<file path="src/rtl/instr_fetch_unit.sv">
// Instruction fetch unit: owns the fetch PC, reads the combinational
// instruction memory and queues {instr, pc} pairs toward decode.
module instr_fetch_unit #(
    parameter int unsigned ADDR_W   = 8,
    parameter int unsigned DATA_W   = 32,
    parameter int unsigned DEPTH    = 4,
    parameter int unsigned RESET_PC = 0
) (
    input  logic                         clk,
    input  logic                         reset,
    output logic [ADDR_W-1:0]            imem_addr,
    input  logic [DATA_W-1:0]            imem_rd,
    input  logic                         fetch_en,
    input  logic                         redirect_valid,
    input  logic [ADDR_W-1:0]            redirect_pc,
    output logic                         out_valid,
    input  logic                         out_ready,
    output logic [DATA_W-1:0]            out_instr,
    output logic [ADDR_W-1:0]            out_pc,
    output logic [$clog2(DEPTH):0]       fifo_count,
    output logic                         align_err
);

    localparam int unsigned CNT_W = $clog2(DEPTH) + 1;

    logic [ADDR_W-1:0] fetch_pc_q, fetch_pc_d;
    logic [CNT_W-1:0]  count_q, count_d;
    logic              valid_q, valid_d;
    logic              align_err_q, align_err_d;
    logic [DATA_W-1:0] instr_q [DEPTH];
    logic [DATA_W-1:0] instr_d [DEPTH];
    logic [ADDR_W-1:0] pc_q    [DEPTH];
    logic [ADDR_W-1:0] pc_d    [DEPTH];

    logic              pop_c;
    logic              push_c;
    logic [CNT_W-1:0]  wr_idx_c;

    // Handshake qualifiers; entry 0 of the shift queue is always the head.
    assign pop_c    = valid_q & out_ready;
    assign push_c   = fetch_en & ~redirect_valid & ((count_q < CNT_W'(DEPTH)) | pop_c);
    assign wr_idx_c = pop_c ? (count_q - CNT_W'(1)) : count_q;

    // Next-state: redirect flushes and reloads PC, else shift on pop and append on push.
    always_comb begin
        fetch_pc_d  = fetch_pc_q;
        count_d     = count_q;
        align_err_d = redirect_valid & (|redirect_pc[1:0]);
        for (int unsigned i = 0; i < DEPTH; i++) begin
            instr_d[i] = instr_q[i];
            pc_d[i]    = pc_q[i];
        end

        if (redirect_valid) begin
            count_d    = '0;
            fetch_pc_d = {redirect_pc[ADDR_W-1:2], 2'b00};
        end else begin
            if (pop_c) begin
                for (int unsigned i = 0; i < DEPTH - 1; i++) begin
                    instr_d[i] = instr_q[i+1];
                    pc_d[i]    = pc_q[i+1];
                end
            end
            if (push_c) begin
                for (int unsigned i = 0; i < DEPTH; i++) begin
                    if (CNT_W'(i) == wr_idx_c) begin
                        instr_d[i] = imem_rd;
                        pc_d[i]    = fetch_pc_q;
                    end
                end
                // Wraps modulo 2^ADDR_W with no indication.
                fetch_pc_d = fetch_pc_q + ADDR_W'(4);
            end
            count_d = count_q + CNT_W'(push_c) - CNT_W'(pop_c);
        end

        valid_d = (count_d != '0);
    end

    // State registers; reset clears the queue and restores the boot PC.
    always_ff @(posedge clk or posedge reset) begin
        if (reset) begin
            fetch_pc_q  <= ADDR_W'(RESET_PC);
            count_q     <= '0;
            valid_q     <= 1'b0;
            align_err_q <= 1'b0;
            for (int unsigned i = 0; i < DEPTH; i++) begin
                instr_q[i] <= '0;
                pc_q[i]    <= '0;
            end
        end else begin
            fetch_pc_q  <= fetch_pc_d;
            count_q     <= count_d;
            valid_q     <= valid_d;
            align_err_q <= align_err_d;
            for (int unsigned i = 0; i < DEPTH; i++) begin
                instr_q[i] <= instr_d[i];
                pc_q[i]    <= pc_d[i];
            end
        end
    end

    assign imem_addr  = fetch_pc_q;
    assign out_valid  = valid_q;
    assign out_instr  = instr_q[0];
    assign out_pc     = pc_q[0];
    assign fifo_count = count_q;
    assign align_err  = align_err_q;

endmodule
</file>
<file path="config.mk">
export PLATFORM = sky130hd
export DESIGN_NAME = instr_fetch_unit
export DESIGN_NICKNAME = d
export VERILOG_FILES = /design/src/rtl/instr_fetch_unit.sv
export SDC_FILE = /design/constraint.sdc
export NUM_CORES = 1
export LEC_CHECK = 0
export CAP_MARGIN = 15
export CORE_MARGIN = 5
export CORE_UTILIZATION = 50
export DETAILED_ROUTE_END_ITERATION = 10
export HOLD_SLACK_MARGIN = 0.1
export MAX_ROUTING_LAYER = met4
export PLACE_DENSITY = 0.75
export SETUP_SLACK_MARGIN = 0.15
export SLEW_MARGIN = 25
export SYNTH_ARGS = -nofsm -noshare
export SYNTH_HDL_FRONTEND = slang
export SYNTH_SLANG_ARGS = --single-unit
</file>
<file path="constraint.sdc">
create_clock -name clk -period 6.7 [get_ports clk]
set_clock_uncertainty 0.15 [all_clocks]
set_input_delay 2.01 -clock clk [delete_from_list [all_inputs] [get_ports clk]]
set_output_delay 2.01 -clock clk [all_outputs]
set_load 0.01 [all_outputs]
</file>
## After elaboration in Yosys (flattened, before gate mapping)

Index checks and enable logic that the tools add are counted.

- Register bits: 173
- Bits of input ports: 45
- Logic and storage cells: 47

- Add/sub/neg operators: 4
- Magnitude comparators: 1
- Eq/ne operators: 3
- Mux-type cells: 16
- Bitwise gates (word level): 6
- Reduce and logical (&&, ||, !) cells: 5

Operator list:

| cell | count |
|---|---|
| 32-bit 2-to-1 mux | 5 |
| 128-bit 2-to-1 mux | 1 |
| 96-bit 2-to-1 mux | 1 |
| 8-bit 2-to-1 mux | 6 |
| 24-bit 2-to-1 mux | 1 |
| 8-bit by 3-bit adder with 8-bit output (second input constant) | 1 |
| 2-bit by 3-bit equality test with 1-bit output (first input constant) | 2 |
| 3-bit 2-to-1 mux | 2 |
| 1-bit AND | 4 |
| 3-bit by 1-bit adder with 3-bit output | 1 |
| 1-bit by 3-bit equality test with 1-bit output (first input constant) | 1 |
| 3-bit zero test | 1 |
| 3-bit < comparator (second input constant) | 1 |
| 3-bit AND reduction | 1 |
| 3-bit nonzero test | 1 |
| 3-bit by 1-bit subtractor with 3-bit output | 1 |
| 3-bit by 1-bit subtractor with 3-bit output (second input constant) | 1 |
| 2-bit nonzero test | 1 |
| 2-bit OR reduction | 1 |
| 1-bit inverter | 1 |
| 1-bit bitwise OR | 1 |

## Longest topological paths before layout

- Depth after elaboration: 7
- Gate-level depth with buffers: 12
- Mapped depth without buffers: 11

## Worst setup path after synthesis

No wires, ideal clock.

- Path kind: in2reg
- Start: input port redirect_valid
- End: register valid_q (netlist: out_valid)
- Library setup time: 0.131 ns
- Arrival: 4.055 ns
- Required time: 6.419 ns
- Setup slack: 2.364 ns
- Stages on the path: 11
- Buffers on the path: 2
- Cells stage by stage: buf_1 > buf_1 > or2_2 > ha_1 > inv_1 > ha_1 > inv_1 > fa_1 > xnor2_1 > nor2_1 > or3_1

- Word-level cells in the longest chain between the ends: 7

RTL lines:

| what | line | text |
|---|---|---|
| from (decl) | 14 | `input logic redirect_valid,` |
| 1-bit inverter (no source line) | -- |  |
| 1-bit AND (2 in series) | 41 | `assign push_c = fetch_en & ~redirect_valid & ((count_q < CNT_W'(DEPTH)) \| pop_c);` |
| 3-bit by 1-bit adder with 3-bit output | 74 | `count_d = count_q + CNT_W'(push_c) - CNT_W'(pop_c);` |
| 3-bit by 1-bit subtractor with 3-bit output | 74 |  |
| 3-bit 2-to-1 mux (*) | 54 | `if (redirect_valid) begin` |
| named net count_d[2] | 27 | `logic [CNT_W-1:0] count_q, count_d;` |
| 3-bit nonzero test (*) | 77 | `valid_d = (count_d != '0);` |
| named net valid_d | 28 | `logic valid_q, valid_d;` |
| to (signal assigned) | 94 | `valid_q <= valid_d;` |
| to (decl) | 28 |  |

The timed path passes the listed nets; every way through them passes the cells marked *.
A chain may end at the register's enable or synchronous reset.

## Final worst setup path

- Start: input port out_ready
- End: register valid_q (netlist: out_valid)

- Word-level cells in the longest chain between the ends: 7

RTL lines:

| what | line | text |
|---|---|---|
| from (decl) | 17 | `input logic out_ready,` |
| 1-bit AND (*) | 40 | `assign pop_c = valid_q & out_ready;` |
| 1-bit bitwise OR | 41 |  |
| 1-bit AND | 41 |  |
| 3-bit by 1-bit adder with 3-bit output | 74 |  |
| 3-bit by 1-bit subtractor with 3-bit output (*) | 74 |  |
| 3-bit 2-to-1 mux (*) | 54 |  |
| named net count_d[1] | 27 |  |
| 3-bit nonzero test (*) | 77 |  |
| named net valid_d | 28 |  |

Marks and branches as above.

==> out/results.ini <==
[route]
met1Wirelength_mm = 7.61
wl_per_cell_um = 18.3
wl_met2_mm = 8.97
top_layer = met4
routed-via-count = 5185
wl_met3_um = 609
via_per_inst = 5.48
drtPass1Iterations = 4
drcViolationCount = 0
drt_iter0_drc = 248
wl_mm = 17.4
antenna_left = 0

[setup_path]
cpPeakStageDelay_ps = 630
path_max_fanout = 8
timing_worst_setup_path_type = primary input to flip-flop
r2r_slack_ps = 3610
start_kind = primary input
cp_slowest_cell = clkdlybuf4s50_1
end_kind = flip-flop
cp_num_buf_inv = 3
critical_path.top_delay_family = adder cells
path_cells = clkdlybuf4s50_1, a21bo_2, nand2_1, or2_2, ha_1, inv_1, ha_1, inv_1, fa_1, nor2_1, or3_1
critPathRequiredTime_ps = 6840
cp.arrival_ps = 4700

[floorplan]
rows = 47
fp.dieArea_um2 = 19100
start_util_pct = 50.4
chipHeight_um = 138
core_area_um2 = 16300
io_pins = 98
die_w_um = 138

[placement]
port_buffers = 95
dpl.hpwl_mm = 10.7
post_dp_cell_area_um2 = 8940
gp_congestion = 0.845

[timing]
rsz0062_at_grt = false
drv_slew = 0
fin_crit_sh_pct = 68.1
worstMarginPinSlew_ps = 888
fin_crit_ps = 4560
tns_ps = 0
worst_hold_slack_ps = 337
hold_viol_final = 0
fmax_mhz = 219
relSlewSlack_pct = 40.8
setup_viol = 0

[synthesis]
ys_warn_count = 0
seq_area_frac_synth_pct = 51.3
ys_ff_latch = 169
synth_area_per_cell_um2 = 12.2
synth_area_leaders = dfrtp_1, mux2i_1, buf_4
synth-edff-count = 0
synthArstFlopShare_pct = 100
yosysTopAreaCellShare_pct = 51.3
ys.flop_type = dfrtp_1
synth.largest_area_cell = dfrtp_1
syn_area_um2 = 8240
netlist_instances = 678
ys_types = 42

[final_layout]
insertedDiodeCount = 0
drive_above_1_share_pct = 9.22
area_growth_pct = 15.3
fin_util_pct = 58.1
stdcell_area_um2 = 9500
final_nets = 765

[global_route]
grt_usage_pct = 19.1
grt_pass1_vias = 5747
antenna_found_initial = 0
grt_pass1_wl_mm = 28.9
grt_max_degree = 170
overflow = 0

[clock_tree]
cts_root_buf = clkbuf_16
cts_max_level = 4
clock_path_buffers = 2
cts_tree = done
cts_setup_buffers = 0
worstSkewPairLatency_ps = 420
cts.hold.buffers_added = 0
post_cts_resized = 0
cts_num_sinks = 169
numCtsBuffers = 17
clk_pin_slew_ps = 60

[power_and_ir_drop]
peakVddDrop_uv = 211
p_per_area_nw_per_um2 = 415
p_leak_uw = 0.00457

[run]
drv_cap = 0

[run_status]
outcome = finished clean

[min_path]
hp-class = flip-flop to flip-flop

area by class of cell:
cell class / instances / area [um2]
inverter: 6 / 26.3
timing repair buffer: 105 / 1050
fill: 1368 / 6850
tap: 220 / 275
clock inverter: 8 / 72.6
clock buffer: 23 / 468
sequential: 169 / 4230
multi-input combinational: 416 / 3380
per-layer routing:
layer	track usage, %	up-vias
met1	23.0	2651
met4	6.08	0
met5	-	-
li1	-	2410
met2	32.5	108
met3	3.83	16
stage by stage:
| stage | power [uW] | setup slack [ps] | std cells |
|---|---|---|---|
| 3_3_place_gp | 2950 | 1800 | 915 |
| 3_5_place_dp | 3050 | 1730 | 915 |
| 5_1_grt | 4190 | 2050 | 947 |
| 6_report | 3940 | 2140 | 947 |
| 2_1_floorplan | 2690 | 2360 | 679 |
| 4_1_cts | 3980 | 2180 | 946 |
synthesized netlist by cell type (2+ instances only):
library cell  instances
a21boi_0              2
a21o_1                2
a21oi_1               3
buf_1                 2
buf_2                18
buf_4                43
buf_6                14
clkbuf_1              8
clkbuf_2              3
dfrtp_1             169
ha_1                  4
inv_1                 6
mux2_1               20
mux2_2               19
mux2i_1             191
nand2_1              15
nand3_1               4
nand4_1               4
nor2_1               40
nor3b_1               3
o21ai_0              59
o21ai_1              22
or2_2                 2
or3_1                 2
xnor2_1               4
xor2_1                3
path summary, 6_finish.rpt:
path	depth (start not counted)	to	from
worst min register to register	1	instr_q[10]$_DFFE_PP0P_	instr_q[10]$_DFFE_PP0P_
min in group asynchronous	3	instr_q[71]$_DFFE_PP0N_	reset
worst max-delay path	11	out_valid$_DFF_PP0_	out_ready
worst min-delay path	1	instr_q[10]$_DFFE_PP0P_	instr_q[10]$_DFFE_PP0P_
max in group asynchronous	3	fifo_count[0]$_DFF_PP0_	reset
worst max register to register	7	instr_q[31]$_DFFE_PP0P_	fifo_count[0]$_DFF_PP0_
logic make-up (layout without fill, tap and decap cells):
family	after synthesis	after routing	synth area share [%]
multiplexers	230	230	28.5
flip-flops	169	169	51.3
AO/OA/AOI/OAI	95	95	6.39
buffers and inverters	94	142	7.84
AND/OR/NAND/NOR	77	77	4.27
XOR/XNOR	7	7	0.744
adder cells (fa/ha/maj)	5	5	0.850
other	1	2	0.0455
layout by cell type (no fill, tap or decap), types with 8 or more instances in the layout:
master / n
mux2i_1: 191
dfrtp_1: 169
clkdlybuf4s50_1: 94
o21ai_0: 59
nor2_1: 40
o21ai_1: 22
mux2_1: 20
mux2_2: 19
clkbuf_16: 17
nand2_1: 15
buf_4: 8
where the power goes:
group	switching, uW	total (uW)	internal, uW
Sequential	279	1750	1480
Clock	385	911	526
Combinational	590	1270	684
state kept, by name, summed over array words and instances, names as in the netlist:
name / flops
align_err: 1
fifo_count: 3
imem_addr: 6
instr_q: 96
out_instr: 32
out_pc: 8
out_valid: 1
pc_q: 22
(Power assumes the default switching activity.)
